**config.mk**
```make
export PLATFORM = sky130hd
export DESIGN_NAME = cnn_operand_sequencer
export DESIGN_NICKNAME = d
export VERILOG_FILES = /design/src/rtl/cnn_seq_pkg.sv /design/src/rtl/cnn_operand_sequencer.sv
export SDC_FILE = /design/constraint.sdc
export NUM_CORES = 1
export LEC_CHECK = 0
export CAP_MARGIN = 15
export CORE_MARGIN = 2
export CORE_UTILIZATION = 45
export CTS_CLUSTER_SIZE = 30
export DETAILED_ROUTE_END_ITERATION = 7
export PLACE_DENSITY_LB_ADDON = 0.3
export SLEW_MARGIN = 25
export SYNTH_ARGS = -nofsm -noshare
export SYNTH_HDL_FRONTEND = slang
export SYNTH_SLANG_ARGS = --single-unit
```
**constraint.sdc**
```tcl
create_clock -name clk -period 7.5 [get_ports clk]
set_input_delay 2.25 -clock clk [delete_from_list [all_inputs] [get_ports clk]]
set_output_delay 2.25 -clock clk [all_outputs]
set_load 0.01 [all_outputs]
```
**src/rtl/cnn_seq_pkg.sv**
```systemverilog
// cnn_seq_pkg: shared state encoding and defaults for the CNN operand sequencer.
package cnn_seq_pkg;
  typedef enum logic [2:0] {IDLE, FETCH, WAIT_MEM, SEND, WAIT_RES, DONE} state_e;
  localparam int N_WORDS_DEF     = 10;
  localparam int WORD_STRIDE     = 4;
  localparam int RES_TIMEOUT_DEF = 255;
endpackage

```
**src/rtl/cnn_operand_sequencer.sv**
```systemverilog
// cnn_operand_sequencer: fetches one window of packed operand words, streams them out, then waits for the conv result.
module cnn_operand_sequencer
  import cnn_seq_pkg::*;
#(
  parameter int N_WORDS     = N_WORDS_DEF,
  parameter int RES_TIMEOUT = RES_TIMEOUT_DEF
) (
  input  logic        clk,
  input  logic        rst,
  input  logic        start,
  input  logic [31:0] base_addr,
  output logic        mem_rd_en,
  output logic [31:0] mem_addr,
  input  logic [31:0] mem_rd_data,
  input  logic        mem_rd_valid,
  output logic [31:0] op_data,
  output logic        op_valid,
  input  logic        op_ready,
  output logic        op_last,
  input  logic [31:0] res_data,
  input  logic        res_valid,
  output logic [31:0] result,
  output logic        busy,
  output logic        done,
  output logic        timeout_err
);
  localparam int IW = (N_WORDS > 1) ? $clog2(N_WORDS) : 1;
  localparam int CW = $clog2(RES_TIMEOUT + 1);
  localparam logic [IW-1:0] LAST_IDX = IW'(N_WORDS - 1);
  localparam logic [CW-1:0] TMO_CNT  = CW'(RES_TIMEOUT - 1);
  state_e        state_q, state_d;
  logic [31:0]   base_q, base_d, op_data_q, op_data_d, result_q, result_d, mem_addr_q;
  logic [IW-1:0] idx_q, idx_d;
  logic [CW-1:0] cnt_q, cnt_d;
  logic          op_last_q, op_last_d, tmo_d;
  logic          mem_rd_en_q, op_valid_q, busy_q, done_q, tmo_q;
  always_comb begin
    state_d   = state_q;
    base_d    = base_q;
    idx_d     = idx_q;
    cnt_d     = cnt_q;
    op_data_d = op_data_q;
    op_last_d = op_last_q;
    result_d  = result_q;
    tmo_d     = 1'b0;
    case (state_q)
      IDLE: if (start) begin
        state_d = FETCH;
        base_d  = base_addr;
        idx_d   = '0;
      end
      FETCH: state_d = WAIT_MEM;
      WAIT_MEM: if (mem_rd_valid) begin
        state_d   = SEND;
        op_data_d = mem_rd_data;
        op_last_d = idx_q == LAST_IDX;
      end
      SEND: if (op_ready) begin
        state_d   = op_last_q ? WAIT_RES : FETCH;
        idx_d     = op_last_q ? idx_q : idx_q + IW'(1);
        op_last_d = 1'b0;
        cnt_d     = '0;
      end
      // res_valid is tested first so it wins over a coinciding timeout
      WAIT_RES: if (res_valid) begin
        state_d  = DONE;
        result_d = res_data;
      end else if (cnt_q == TMO_CNT) begin
        state_d = IDLE;
        tmo_d   = 1'b1;
      end else begin
        cnt_d = cnt_q + CW'(1);
      end
      DONE: state_d = IDLE;
      default: state_d = IDLE;
    endcase
  end
  always_ff @(posedge clk) begin
    if (rst) begin
      state_q     <= IDLE;
      base_q      <= '0;
      idx_q       <= '0;
      cnt_q       <= '0;
      op_data_q   <= '0;
      op_last_q   <= 1'b0;
      result_q    <= '0;
      mem_rd_en_q <= 1'b0;
      mem_addr_q  <= '0;
      op_valid_q  <= 1'b0;
      busy_q      <= 1'b0;
      done_q      <= 1'b0;
      tmo_q       <= 1'b0;
    end else begin
      state_q     <= state_d;
      base_q      <= base_d;
      idx_q       <= idx_d;
      cnt_q       <= cnt_d;
      op_data_q   <= op_data_d;
      op_last_q   <= op_last_d;
      result_q    <= result_d;
      mem_rd_en_q <= state_d == FETCH;
      mem_addr_q  <= (state_d == FETCH) ? base_d + 32'(WORD_STRIDE) * 32'(idx_d) : mem_addr_q;
      op_valid_q  <= state_d == SEND;
      busy_q      <= state_d != IDLE;
      done_q      <= state_d == DONE;
      tmo_q       <= tmo_d;
    end
  end
  assign mem_rd_en   = mem_rd_en_q;
  assign mem_addr    = mem_addr_q;
  assign op_data     = op_data_q;
  assign op_valid    = op_valid_q;
  assign op_last     = op_last_q;
  assign result      = result_q;
  assign busy        = busy_q;
  assign done        = done_q;
  assign timeout_err = tmo_q;
endmodule
```
==> metrics.yaml <==
gp_congestion: 0.827
syn_area_per_cell_um2: 8.30
peakVddDrop_mv: 0.145
drt-pass1-iter-count: 4
critPathKind: "primary input to flop"
cts_made_buffers: 17
drtAntennaViolNets: 0
period_share: 0.695
startpoint: "start"
synth-edff-count: 0
cts_resized: 0
p_leak_nw: 3.33
layout.cells.non_filler: 1154
ctsHoldBuffers: 0
yosys_warnings: 0
grt_usage: 0.237
first_iter_violations: 414
diodes: 0
ys_ff_latch: 149
netlist_top_cells_area: "dfxtp_1 46%, nand2_1 10%, a21oi_1 6.7%, mux2i_1 5.1%, nor2_1 3.0%"
cp.required_ns: 7.81
drt-total-wl_mm: 18.2
synth_area_leader_cell: "dfxtp_1"
end_kind: "flop"
synth_fp_nets: 891
grt-ovfl-total: 0
path_max_fanout: 22
grt_pass1_vias: 5728
yosysMostFrequentCell: "nand2_1"
max_cap_violations: 0
fin_nets: 1072
io_pins: 204
worst_slew_pin_slew_ns: 0.856
synth-seq-area-share: 0.461
cts_max_level: 4
post-cts-setup-buffers: 0
syn2layout_area_growth_pct: 43.0
grt_max_degree: 79
clk_pin_slew_ns: 0.06
synth_common_cells: "180 x nand2_1, 149 x dfxtp_1, 87 x a21oi_1"
clock_latency_ns: 0.42
vias_per_cell: 5.39
portBuffers: 203
outcome: "completed"
root_buffer: "clkbuf_16"
grt_pass1_wl_mm: 28.4
hpwl_mm: 12.5
drive_gt1_frac: 0.0595
die_area_um2: 15400
drc: 0
cts_buffer_depth: 2
setup_viol: 0
core_area_um2: 14000
wl_per_cell_um: 15.8
rr_startpoint: "state_q[2]"
max_freq_mhz: 192
vias: 6220
p_per_area_nw_per_um2: 223
finalSetupTns_ns: 0
fin_crit_ns: 5.21
syn_area_um2: 6470
min_path_type: "flop to flop"
ys.flop_type: "dfxtp_1"
cp-endpoint: "mem_addr[23]"
fin_skew_ns: 0.00910
die_x_um: 124
dp.cells: 1122
grt_setup_unrepaired: "false"
synth_cell_types: 59
start_util: 0.463
hold_violations: 0
timing.hold.ws_ns: 0.452
async_reset_ff_frac: 0
rrSetupSlack_ns: 4.04
die_h_um: 124
yosysTopAreaCellShare: 0.461
cts_tree: "yes"
worst_setup_path_start_kind: "primary input"
tritoncts_num_sinks: 149
netlist_instances: 780
worstPathArrival_ns: 5.52
antenna_found_initial: 0
timing.rr.end: "mem_addr[23]"
rr_worst_depth: 9
slew_headroom: 0.427
rows: 43
slew_violations: 0
## flip-flops by register name, summed over array words and instances, names as in the netlist, 3 cells and up
name and flops:
base_q 32, cnt_q 8, idx_q 4, mem_addr 32, op_data 32, result 32, state_q 3
## layout by cell type (no fill, tap or decap), drive strengths merged, types with 8 or more instances in the layout
| master | n |
|---|---|
| dfxtp | 149 |
| ha | 8 |
| a31oi | 9 |
| a21oi | 87 |
| nor2 | 52 |
| and3 | 15 |
| or3 | 9 |
| clkbuf | 21 |
| buf | 11 |
| nand3 | 29 |
| xnor2 | 12 |
| nand2 | 180 |
| nand4 | 13 |
| nor3 | 15 |
| clkdlybuf4s50 | 202 |
| nor4 | 14 |
| o21ai | 22 |
| mux2i | 34 |
## per-stage QoR
step	power (mW)	setup WS [ns]	area, um^2	util
2_1_floorplan	1.01	2.39	6470	-
3_3_place_gp	1.15	1.99	8610	0.615
3_5_place_dp	1.15	1.88	8610	0.615
4_1_cts	2.08	2.31	9260	0.662
5_1_grt	2.14	2.08	9260	0.662
6_report	2.06	2.29	9260	0.662
## worst max-delay path, cell delays in order
cell	delay, ns
clkdlybuf4s50_1	0.48
or4b_4	0.67
o21ai_2	0.13
o22ai_1	0.17
ha_1	0.35
a211o_1	0.17
a21o_1	0.23
o21ai_2	0.23
or4_1	0.57
a32o_1	0.26
## cell type report
cell class | count | area, um^2
flip-flops and latches | 149 | 2980
multi-input cells | 576 | 3280
well taps | 180 | 225
clock inverters | 11 | 171
fillers | 1163 | 4730
inverters | 4 | 15.0
clock buffers | 21 | 480
repair buffers | 213 | 2100
## metal layers
layer,share of wire,vias up,GRT usage
li1,-,3117,-
met1,0.42,2875,0.295
met2,0.49,190,0.383
met3,0.061,38,0.0659
met4,0.026,0,0.105
met5,0,-,0
## cells by family after synthesis
group,after synthesis,share of synthesized area
compound gates,162,0.151
xor+xnor,13,0.0176
fa+ha+maj,9,0.0186
buf+inv,55,0.0356
flops,149,0.461
mux,37,0.0597
simple gates,355,0.257
## power by group
| group | switching (mW) | internal (mW) |
|---|---|---|
| registers | 0.0244 | 0.830 |
| clock network | 0.331 | 0.593 |
| logic | 0.142 | 0.139 |
| total | 0.498 | 1.56 |
## how the worst min path moves through the flow
| stage | slack (ns) | to | cells after the start | from |
|---|---|---|---|---|
| floorplan | 0.44 | base_q[2] | 2 | base_q[2] |
| global placement | 0.44 | op_data[3] | 2 | op_data[3] |
| detailed placement | 0.45 | result[10] | 2 | result[10] |
| CTS | 0.45 | op_data[6] | 2 | op_data[6] |
| global route | 0.47 | result[5] | 2 | result[5] |
| finish | 0.45 | result[23] | 2 | result[23] |
(Power assumes the default switching activity.)
